<file path="src/rtl/alu_operand_arbiter_pkg.sv">
// Shared definitions for the ALU operand arbiter: widths, burst limit default,
// requester encodings and the debug view of the arbitration state.
package alu_operand_arbiter_pkg;

    localparam int DATA_W            = 34;
    localparam int MAX_BURST_DEFAULT = 4;

    typedef enum logic {
        SRC_REQ0 = 1'b0,
        SRC_REQ1 = 1'b1
    } src_t;

    // Arbitration state exposed for checkers; burst_cnt is zero-extended.
    typedef struct packed {
        src_t       owner;
        logic [7:0] burst_cnt;
        src_t       grant;
    } arb_dbg_t;

    function automatic src_t other_src(input src_t s);
        return (s == SRC_REQ0) ? SRC_REQ1 : SRC_REQ0;
    endfunction

endpackage

</file>
<file path="src/rtl/alu_operand_arbiter_if.sv">
// Requester, operand-select and output-stage signals of the ALU operand arbiter.
// Handshakes: a word moves when valid and ready are both high at a rising edge;
// valid never waits on ready, and data is held stable while valid && !ready.
interface alu_operand_arbiter_if
    import alu_operand_arbiter_pkg::*;
#(
    parameter int W = DATA_W
);
    logic         req0_valid;
    logic [W-1:0] req0_data;
    logic         req0_ready;
    logic         req1_valid;
    logic [W-1:0] req1_data;
    logic         req1_ready;
    logic         sel;
    logic         out_valid;
    logic [W-1:0] out_data;
    logic         out_src;
    logic         out_ready;

    modport master (
        output req0_valid, req0_data, req1_valid, req1_data, out_ready,
        input  req0_ready, req1_ready, sel, out_valid, out_data, out_src
    );

    modport slave (
        input  req0_valid, req0_data, req1_valid, req1_data, out_ready,
        output req0_ready, req1_ready, sel, out_valid, out_data, out_src
    );
endinterface

</file>
<file path="src/rtl/mux_2_1_34.sv">
// Fixed 34-bit 2:1 operand multiplexer; sel=0 picks a, sel=1 picks b.
module mux_2_1_34 (
    input  logic [33:0] a,
    input  logic [33:0] b,
    input  logic        sel,
    output logic [33:0] y
);
    assign y = sel ? b : a;
endmodule

</file>
<file path="src/rtl/alu_operand_arbiter.sv">
// Round-robin arbiter with a burst limit sharing the ALU operand path between
// two requesters, followed by a one-entry registered output stage.
module alu_operand_arbiter
    import alu_operand_arbiter_pkg::*;
#(
    parameter int MAX_BURST = MAX_BURST_DEFAULT
) (
    input  logic                  clk,
    input  logic                  rst_n,
    alu_operand_arbiter_if.slave  bus,
    output arb_dbg_t              dbg
);
    localparam int               CNT_W     = $clog2(MAX_BURST + 1);
    localparam logic [CNT_W-1:0] BURST_MAX = CNT_W'(MAX_BURST);

    src_t              owner_q, owner_d;
    logic [CNT_W-1:0]  burst_q, burst_d;
    logic              out_valid_q, out_valid_d;
    logic [DATA_W-1:0] out_data_q, out_data_d;
    src_t              out_src_q, out_src_d;

    src_t              grant;
    logic              sel;
    logic              load;
    logic              xfer;
    logic [DATA_W-1:0] mux_y;

    // Grant and handshake outputs; forced to requester 0 / not-ready during reset.
    always_comb begin
        grant = owner_q;
        if (bus.req0_valid && !bus.req1_valid) begin
            grant = SRC_REQ0;
        end else if (bus.req1_valid && !bus.req0_valid) begin
            grant = SRC_REQ1;
        end else if (bus.req0_valid && bus.req1_valid && burst_q == BURST_MAX) begin
            grant = other_src(owner_q);
        end
        if (!rst_n) begin
            grant = SRC_REQ0;
        end
        sel            = grant;
        load           = ~out_valid_q | bus.out_ready;
        xfer           = rst_n & load & (bus.req0_valid | bus.req1_valid);
        bus.req0_ready = rst_n & load & (grant == SRC_REQ0);
        bus.req1_ready = rst_n & load & (grant == SRC_REQ1);
    end

    mux_2_1_34 u_mux (
        .a   (bus.req0_data),
        .b   (bus.req1_data),
        .sel (sel),
        .y   (mux_y)
    );

    always_comb begin
        owner_d     = owner_q;
        burst_d     = burst_q;
        out_valid_d = out_valid_q;
        out_data_d  = out_data_q;
        out_src_d   = out_src_q;
        if (xfer) begin
            out_valid_d = 1'b1;
            out_data_d  = mux_y;
            out_src_d   = grant;
            if (grant == owner_q) begin
                if (burst_q != BURST_MAX) begin
                    burst_d = burst_q + CNT_W'(1);
                end
            end else begin
                owner_d = grant;
                burst_d = CNT_W'(1);
            end
        end else if (bus.out_ready) begin
            out_valid_d = 1'b0;
        end
    end

    always_ff @(posedge clk or negedge rst_n) begin
        if (!rst_n) begin
            owner_q     <= SRC_REQ0;
            burst_q     <= '0;
            out_valid_q <= 1'b0;
            out_data_q  <= '0;
            out_src_q   <= SRC_REQ0;
        end else begin
            owner_q     <= owner_d;
            burst_q     <= burst_d;
            out_valid_q <= out_valid_d;
            out_data_q  <= out_data_d;
            out_src_q   <= out_src_d;
        end
    end

    assign bus.sel       = sel;
    assign bus.out_valid = out_valid_q;
    assign bus.out_data  = out_data_q;
    assign bus.out_src   = out_src_q;

    assign dbg.owner     = owner_q;
    assign dbg.burst_cnt = 8'(burst_q);
    assign dbg.grant     = grant;

endmodule
</file>
<file path="src/flat_wrapper.sv">
// flat-port wrapper written by rule: the top's interface ports become plain ports
module alu_operand_arbiter_flat import alu_operand_arbiter_pkg::*;
#(
    parameter int MAX_BURST = MAX_BURST_DEFAULT
)
  (clk, rst_n, dbg, bus_req0_valid, bus_req0_data, bus_req1_valid, bus_req1_data, bus_out_ready, bus_req0_ready, bus_req1_ready, bus_sel, bus_out_valid, bus_out_data, bus_out_src);
  alu_operand_arbiter_if bus_i ();
  input  logic clk;
  input  logic rst_n;
  output arb_dbg_t dbg;
  input wire logic [$bits(bus_i.req0_valid)-1:0] bus_req0_valid;
  input wire logic [$bits(bus_i.req0_data)-1:0] bus_req0_data;
  input wire logic [$bits(bus_i.req1_valid)-1:0] bus_req1_valid;
  input wire logic [$bits(bus_i.req1_data)-1:0] bus_req1_data;
  input wire logic [$bits(bus_i.out_ready)-1:0] bus_out_ready;
  output wire logic [$bits(bus_i.req0_ready)-1:0] bus_req0_ready;
  output wire logic [$bits(bus_i.req1_ready)-1:0] bus_req1_ready;
  output wire logic [$bits(bus_i.sel)-1:0] bus_sel;
  output wire logic [$bits(bus_i.out_valid)-1:0] bus_out_valid;
  output wire logic [$bits(bus_i.out_data)-1:0] bus_out_data;
  output wire logic [$bits(bus_i.out_src)-1:0] bus_out_src;
  assign bus_i.req0_valid = bus_req0_valid;
  assign bus_i.req0_data = bus_req0_data;
  assign bus_i.req1_valid = bus_req1_valid;
  assign bus_i.req1_data = bus_req1_data;
  assign bus_i.out_ready = bus_out_ready;
  assign bus_req0_ready = bus_i.req0_ready;
  assign bus_req1_ready = bus_i.req1_ready;
  assign bus_sel = bus_i.sel;
  assign bus_out_valid = bus_i.out_valid;
  assign bus_out_data = bus_i.out_data;
  assign bus_out_src = bus_i.out_src;
  alu_operand_arbiter #(.MAX_BURST(MAX_BURST)) u_core (.clk(clk), .rst_n(rst_n), .bus(bus_i), .dbg(dbg));
endmodule
</file>
<file path="config.mk">
export PLATFORM = sky130hd
export DESIGN_NAME = alu_operand_arbiter_flat
export DESIGN_NICKNAME = d
export VERILOG_FILES = /design/src/rtl/alu_operand_arbiter_pkg.sv /design/src/rtl/alu_operand_arbiter_if.sv /design/src/rtl/mux_2_1_34.sv /design/src/rtl/alu_operand_arbiter.sv /design/src/flat_wrapper.sv
export SDC_FILE = /design/constraint.sdc
export NUM_CORES = 1
export LEC_CHECK = 0
export CAP_MARGIN = 30
export CORE_MARGIN = 5
export CORE_UTILIZATION = 37
export CTS_CLUSTER_DIAMETER = 120
export DETAILED_ROUTE_END_ITERATION = 8
export GPL_TIMING_DRIVEN = 0
export PLACE_DENSITY = 0.76
export SYNTH_ARGS = -nofsm -noshare
export SYNTH_HDL_FRONTEND = slang
export SYNTH_SLANG_ARGS = --single-unit
</file>
<file path="constraint.sdc">
create_clock -name clk -period 1.9 [get_ports clk]
set_input_delay 0.57 -clock clk [delete_from_list [all_inputs] [get_ports clk]]
set_output_delay 0.57 -clock clk [all_outputs]
set_load 0.02 [all_outputs]
</file>
-- After elaboration in Yosys (flattened, before gate mapping)
Index checks and enable logic that the tools add are counted.
- register bits after elaboration: 40
- input bits: 73
- output and inout port bits: 49
- add/subtract/negate cells: 1
- eq/ne operators: 4
- muxes and demuxes: 10
- bitwise logic cells: 9
- reduce and logical (&&, ||, !) cells: 9
- operator list (operator ; number):
    $mux 34 ; 1
    $mux 1 ; 7
    $mux 3 ; 2
    $and 1x1->1 ; 4
    $logic_and 1x1->1 ; 4
    $reduce_and 2->1 ; 2
    $add 3x1->3 const B ; 1
    $eq 3x3->1 const B ; 1
    $ne 3x3->1 const B ; 1
    $not 1->1 ; 3
    $logic_not 1->1 ; 2
    $ne 2x2->1 const B ; 1
    $or 1x1->1 ; 2
    $reduce_bool 2->1 ; 1
    $eq 1x1->1 ; 1

-- Longest topological paths before layout
Gate-level depths: netlist (run 1).
- depth after elaboration: 9
- depth in mapped cells: 8
- depth with buffers taken out: 6

-- Cells and area by module
From an unflattened synthesis (run 1), not the netlist that was laid out.
- cell total of the unflattened synthesis: 237
- area total of the unflattened synthesis: 2303.5 µm²
- modules (own cells, without submodules) (module ; times used ; cells each ; area an instance (µm²) ; sequential area each (µm²)):
    alu_operand_arbiter ; 1 ; 199 ; 1736.7 ; 1001.0
    mux_2_1_34 ; 1 ; 38 ; 566.8 ; 0.0

-- Worst setup path before layout (run 1)
Ideal clock, no wire load.
- path type: flip-flop to output port
- start point: register u_core.burst_q[0]
- end point: output port bus_req0_ready
- data arrival time: 1599 ps
- required time: 1330 ps
- path slack: -269 ps
- stages on the path, launching flop included: 7
- path buffers: 0
- cells stage by stage: dfrtp_1 -> inv_1 -> ha_1 -> and2_2 -> o211ai_2 -> and2_2 -> nor2_1
- word-level cells in the longest chain between the ends: 8
- ends and longest elaborated chain (item ; line ; source):
    from (decl) ; alu_operand_arbiter.sv:17 ; logic [CNT_W-1:0] burst_q, burst_d;
    from (signal assigned) ; alu_operand_arbiter.sv:87 ; burst_q <= burst_d;
    $eq 3x3->1 ; alu_operand_arbiter.sv:35 ; end else if (bus.req0_valid && bus.req1_valid && burst_q == BURST_MAX) begin
    $logic_and 1x1->1 ; alu_operand_arbiter.sv:35 ;
    $mux 1 ; alu_operand_arbiter.sv:35 ;
    $mux 1 ; alu_operand_arbiter.sv:33 ; end else if (bus.req1_valid && !bus.req0_valid) begin
    $mux 1 ; alu_operand_arbiter.sv:31 ; if (bus.req0_valid && !bus.req1_valid) begin
    $mux 1 ; alu_operand_arbiter.sv:38 ; if (!rst_n) begin
    named net bus_sel ; flat_wrapper.sv:18 ; output wire logic [$bits(bus_i.sel)-1:0] bus_sel;
    $not 1->1 ; alu_operand_arbiter.sv:44 ; bus.req0_ready = rst_n & load & (grant == SRC_REQ0);
    $and 1x1->1 ; alu_operand_arbiter.sv:44 ;
    to (decl) ; flat_wrapper.sv:16 ; output wire logic [$bits(bus_i.req0_ready)-1:0] bus_req0_ready;
The timed path passes the listed nets, and every way through them passes these cells.

==> run summary, run 1 <==
Die ar. = 7040 um^2
CP Launch Type = register
Max Cap Violations = 0
layout cells sized above 1 = 26.2%
#FFs+latches synth = 40
Worst Reg-to-Reg Cells = 9
first-pass GRT wire length = 9530 um
Synthesis Warnings = 0
GRT overflow = 0
# fillers = 428
I/O Buffers = 116
Worst VDD drop = 0.563 mV
# clock sinks = 40
Total Power = 0.00365 W
DRC violations left = 0
Placement Setup Slack = -1110 ps
via-per-instance ratio = 4.92
CTS HTree Levels = 2
Nets = 376
vias post-DR = 1830
CTS tree = built
synth-to-layout area growth = 76.5%
Avg Inst Size Synth = 12.5 um^2
pin count of the biggest net entering global routing = 29
# IOs = 122
drt total wl = 6010 um
CP Capture Type = primary output
DP Wirelength = 4480 um
final setup fails = 35
Final Hold Viols = 0
Initial Util = 38.8%
Final min period = 2170 ps
post-route clock skew = 10.1 ps
failing checks = negative setup slack
clock root cell = clkbuf_8
RR Startpoint = u_core.burst_q[1]
final RePlAce weighted congestion = 0.761
total track usage = 16.9%
RSZ-0062 raised after global routing = yes
area of the core = 5200 um^2
Reg clk slew, reported paths = 80 ps
Synth Instances = 162
DR WL/cell = 16.2 um
Die H = 83.9 um
diodes inserted = 0
Syn Std Cell Area = 2020 um^2
CTS buffer count = 5
# rows = 26
buffer depth of the longest clock path = 2
max-slew violations = 0
crit path setup slack, layout = -266 ps
PwrDens = 1020 nW/um^2
DR iter-0 viols = 55
period utilisation layout = 114%
internal reg-to-reg setup slack = -50 ps
Post-CTS Hold Buffers = 0
initial antenna violation count = 0
vias in the first global route = 1882
worst-path fanout max = 4
post-route ant nets = 0
post-synthesis sequential area ratio = 49.6%
P_leak = 1.56 nW
arrival time of the worst setup path = 1600 ps
status = finished, violations left
WP data required = 1330 ps
WS Path Type = reg2out
Die X = 83.9 um
Max Fclk = 462 MHz
HP Class = in2async
Reg-to-Reg End = u_core.bus.out_data[11]
post-synth cell types = 31
Initial DRT Pass Iterations = 4
Worst-Skew Late Latency = 290 ps
## stage by stage
step	instance area, um^2	setup TNS, ps	hold WS (ps)	cells	utilization [%]
2_1_floorplan	2060	0	274	166	-
3_3_place_gp	3310	-138920	458	352	63.6
3_5_place_dp	3330	-21770	471	353	63.9
4_1_cts	3450	-1020	144	366	66.3
5_1_grt	3560	-4440	152	372	68.5
6_report	3560	-1830	148	372	68.5
## worst max-delay path, cell delays in order, from the launching register on
cell	delay, ps
dfrtp_2	380
inv_2	50
ha_4	160
and2_4	160
o211ai_4	190
and2_4	190
buf_6	90
buf_6	100
## synthesized netlist by cell type
master / n / area share (%)
nor2_2: 1 / 0.31
nand4_1: 1 / 0.31
inv_1: 5 / 0.93
nor2b_4: 1 / 0.68
buf_2: 3 / 0.74
a22o_1: 1 / 0.43
ha_1: 2 / 1.2
a211oi_1: 1 / 0.37
a32oi_1: 1 / 0.43
a21oi_1: 1 / 0.25
o211ai_4: 1 / 1.1
a21o_1: 2 / 0.74
o211ai_2: 1 / 0.62
a31oi_1: 1 / 0.31
buf_4: 8 / 3.0
and3_2: 1 / 0.37
conb_1: 1 / 0.19
o21bai_1: 2 / 0.74
and2_1: 15 / 4.6
and2_2: 21 / 7.8
buf_6: 4 / 2.2
nand4b_1: 1 / 0.43
nor4b_4: 1 / 1.2
dfrtp_1: 40 / 50
nor2_1: 2 / 0.37
buf_8: 3 / 2.2
mux2i_1: 1 / 0.50
o22a_1: 1 / 0.43
a221o_1: 34 / 17
nand2_1: 4 / 0.74
nand2b_1: 1 / 0.31
## worst max path at each step
stage | endpoint | depth (start not counted) | start
floorplan | dbg[0] | 6 | u_core.burst_q[1]
global placement | bus_req0_ready | 4 | rst_n
detailed placement | dbg[0] | 6 | bus_req1_valid
CTS | dbg[0] | 7 | u_core.burst_q[0]
global route | dbg[0] | 7 | u_core.burst_q[0]
finish | dbg[0] | 7 | u_core.burst_q[1]
## power by group
group	total (W)	leakage [nW]	switching, W	internal (W)
clock	0.000590	0.0445	0.000295	0.000295
combinational	0.00182	1.02	0.000802	0.00102
sequential	0.00123	0.492	0.000140	0.00109
total	0.00365	1.56	0.00124	0.00241
## final cells by class
class	instances	area (um^2)	share of cell area, %
plain buffers	17	158	4.42
multi-input cells	103	895	25.1
clock inverters	1	7.51	0.211
flip-flops and latches	40	1000	28.2
well taps	70	87.6	2.46
repair buffers	129	1310	36.7
inverters	5	18.8	0.527
clock buffers	7	86.3	2.42
## cell usage in the layout (no fill, tap or decap), drive strengths merged, types with 3 or more instances in the layout
master	synthesis	final
a221o	34	34
clkbuf	0	9
nor2	3	3
nand2	4	4
dfrtp	40	40
and2	36	36
clkdlybuf4s50	0	105
conb	1	5
inv	5	5
dlygate4sd2	0	4
buf	18	33
## layer usage
metal | GRT usage [%] | share of wire (%) | vias up | routed length (um)
li1 | - | - | 870 | -
met1 | 21.2 | 43 | 863 | 2580
met2 | 27.0 | 46 | 87 | 2750
met3 | 6.42 | 9.4 | 10 | 562
met4 | 5.26 | 1.9 | 0 | 117
met5 | 0 | 0 | - | 0
## flip-flops by register name, indices dropped and copies added (netlist names)
signal,flops
u_core.owner_q,1
u_core.bus.out_src,1
u_core.bus.out_data,34
u_core.bus.out_valid,1
u_core.burst_q,3
## repair_timing
item,4_1_cts,5_1_grt
gates cloned,0,2
gates resized for setup,33,4
setup endpoints to repair,40,29
buffers inserted,6,4
pin swaps,4,4
## cells by family (layout without fill, tap and decap cells)
group,after synthesis,after routing,synth area share (%)
buffers and inverters,23,159,9.11
adder cells (fa/ha/maj),2,2,1.24
multiplexers,1,1,0.496
AND/OR/NAND/NOR,49,49,17.2
AO/OA/AOI/OAI,46,46,22.2
other,1,5,0.186
flip-flops,40,40,49.6
Note: power is estimated with default switching activity, not from simulation.
==> run 2, diff against run 1 <==
- HOLD_SLACK_MARGIN: unset -> 0.03
- SETUP_SLACK_MARGIN: unset -> 0.15
==> run summary, run 2 (same netlist as run 1, synthesis figures left out) <==
Die H = 83.9 um (unchanged)
post-route ant nets = 0 (unchanged)
Reg clk slew, reported paths = 80 ps (about the same)
crit path setup slack, layout = -267 ps (was -266 ps)
RSZ-0062 raised after global routing = yes (unchanged)
Max Fclk = 462 MHz (about the same)
crit-path cells = inv_2 -> ha_4 -> and2_4 -> o211ai_4 -> and2_4 -> buf_6 -> buf_6 (unchanged)
Max Cap Violations = 0 (unchanged)
Largest register FFs = 34 (unchanged)
# rows = 26 (unchanged)
final RePlAce weighted congestion = 0.801 (was 0.761)
drt total wl = 6140 um (was 6010 um)
first-pass GRT wire length = 10000 um (was 9530 um)
CTS tree = built (unchanged)
total track usage = 17.5% (was 16.9%)
DR WL/cell = 16.2 um (about the same)
most common cell after layout, fill and taps aside = clkdlybuf4s50_1 (unchanged)
# IOs = 122 (unchanged)
initial antenna violation count = 0 (unchanged)
worst-path fanout max = 4 (unchanged)
CTS buffer count = 5 (unchanged)
Die ar. = 7040 um^2 (unchanged)
Final Hold Viols = 0 (unchanged)
commonest cells after routing, fill and taps aside = 69 x clkdlybuf4s50_1, 38 x dlygate4sd2_1, 38 x dfrtp_1 (was 105 x clkdlybuf4s50_1, 38 x dfrtp_1, 34 x a221o_1)
area of the core = 5200 um^2 (unchanged)
Final min period = 2170 ps (about the same)
# clock sinks = 40 (unchanged)
final setup TNS = -5430 ps (was -1830 ps)
status = finished, violations left (unchanged)
buffer depth of the longest clock path = 2 (unchanged)
Placement Setup Slack = -1070 ps (was -1110 ps)
CP Capture Type = primary output (unchanged)
CP max stage cell = dfrtp_2 (unchanged)
Post-CTS Hold Buffers = 0 (unchanged)
sw frac = 34.1% (was 33.9%)
PwrDens = 1000 nW/um^2 (was 1020 nW/um^2)
P_leak = 1.70 nW (was 1.56 nW)
WP data required = 1330 ps (about the same)
GRT overflow = 0 (unchanged)
final instance area = 3650 um^2 (was 3560 um^2)
Gate power share = 47.9% (was 50.0%)
vias in the first global route = 1944 (was 1882)
Nets = 382 (was 376)
via-per-instance ratio = 4.84 (was 4.92)
CP Launch Type = register (unchanged)
vias post-DR = 1831 (was 1830)
I/O Buffers = 116 (unchanged)
final setup fails = 39 (was 35)
max-slew violations = 0 (unchanged)
pin count of the biggest net entering global routing = 35 (was 29)
failing checks = negative setup slack (unchanged)
Initial DRT Pass Iterations = 4 (unchanged)
Worst-Skew Late Latency = 290 ps (about the same)
Seq pwr share = 33.5% (was 33.8%)
Clock Power Share = 18.6% (was 16.2%)
Post-DP Area = 3330 um^2 (unchanged)
Power Internal = 0.00241 W (about the same)
DR iter-0 viols = 38 (was 55)
DRC violations left = 0 (unchanged)
post-route clock skew = 8.64 ps (was 10.1 ps)
period utilisation layout = 114% (about the same)
DP Wirelength = 4420 um (was 4480 um)
CTS HTree Levels = 2 (unchanged)
arrival time of the worst setup path = 1600 ps (about the same)
Switch Pwr = 0.00125 W (was 0.00124 W)
diodes inserted = 0 (unchanged)
layout cells sized above 1 = 27.9% (was 26.2%)
HP Class = in2async (unchanged)
WS Path Type = reg2out (unchanged)
worst stage delay on the critical path = 370 ps (was 380 ps)
Die X = 83.9 um (unchanged)
synth-to-layout area growth = 80.5% (was 76.5%)
Worst VDD drop = 0.611 mV (was 0.563 mV)
clock root cell = clkbuf_8 (unchanged)
Initial Util = 38.8% (unchanged)
## run 2: changes by cell type in the layout (fill, tap and decap cells not counted), moves of 2 or more
cell             delta
buf_16              +3
clkdlybuf4s50_1    -36
buf_6               +2
dlygate4sd2_1      +34
buf_12              +3
clkbuf_16           -2
## run 2: cell type report
type	count	area, um^2
Multi-Input combinational cell	103	896
Clock buffer	6	72.6
Sequential cell	40	1000
Inverter	5	18.8
Buffer	18	181
Timing Repair Buffer	134	1350
Tap cell	70	87.6
Fill cell	413	1560
Clock inverter	2	35.0
## run 2: critical path, delay by kind of cell (launching register included)
kind | cells | cell delay [ps]
buffers and inverters | 3 | 240
AND/OR/NAND/NOR | 2 | 360
AO/OA/AOI/OAI | 1 | 180
flip-flops | 1 | 370
adder cells (fa/ha/maj) | 1 | 160
## run 2: per-stage QoR
stage / cells / utilization, % / hold slack (ps) / power [W]
after floorplan: 166 / - / 274 / 0.00216
after global placement: 352 / 63.6 / 458 / 0.00295
after detailed placement: 353 / 63.9 / 480 / 0.00298
after CTS: 377 / 69.6 / 127 / 0.00366
after global routing: 378 / 70.0 / 130 / 0.00388
final: 378 / 70.0 / 128 / 0.00366
## run 2: final timing paths
path                                                end  slack [ps]               start  cells past startpoint
worst min register to register       u_core.bus.out_src         490  u_core.bus.out_src                      1
min in group clk                     u_core.bus.out_src         490  u_core.bus.out_src                      1
worst max-delay path                             dbg[0]        -270   u_core.burst_q[1]                      7
worst max register to register  u_core.bus.out_data[11]        -190   u_core.burst_q[1]                     11
worst min-delay path             u_core.bus.out_data[2]         130               rst_n                      1
max in group asynchronous       u_core.bus.out_data[17]        1340               rst_n                      2
## run 2: timing repair
item,4_1_cts,5_1_grt
resized for setup,79,4
setup endpoints to repair,83,43
pin swaps,37,2
cloned,3,0
buffers inserted,13,1
hold endpoints to repair,0,0
## run 2: metal layers
| layer | global-route usage, % | wire (um) | up-vias |
|---|---|---|---|
| li1 | - | - | 886 |
| met2 | 28.9 | 2880 | 78 |
| met4 | 2.63 | 34 | 0 |
| met3 | 6.52 | 596 | 5 |
| met5 | 0 | 0 | - |
| met1 | 22.5 | 2630 | 862 |
## run 2: power groups by stage
| stage | logic (W) | registers (W) | clock network [W] |
|---|---|---|---|
| 5_1_grt | 0.00188 | 0.00126 | 0.000734 |
| 6_report | 0.00175 | 0.00123 | 0.000682 |
| 2_1_floorplan | 0.000624 | 0.00153 | 0 |
| 3_3_place_gp | 0.00171 | 0.00124 | 0 |
| 3_5_place_dp | 0.00173 | 0.00125 | 0 |
| 4_1_cts | 0.00174 | 0.00122 | 0.000694 |
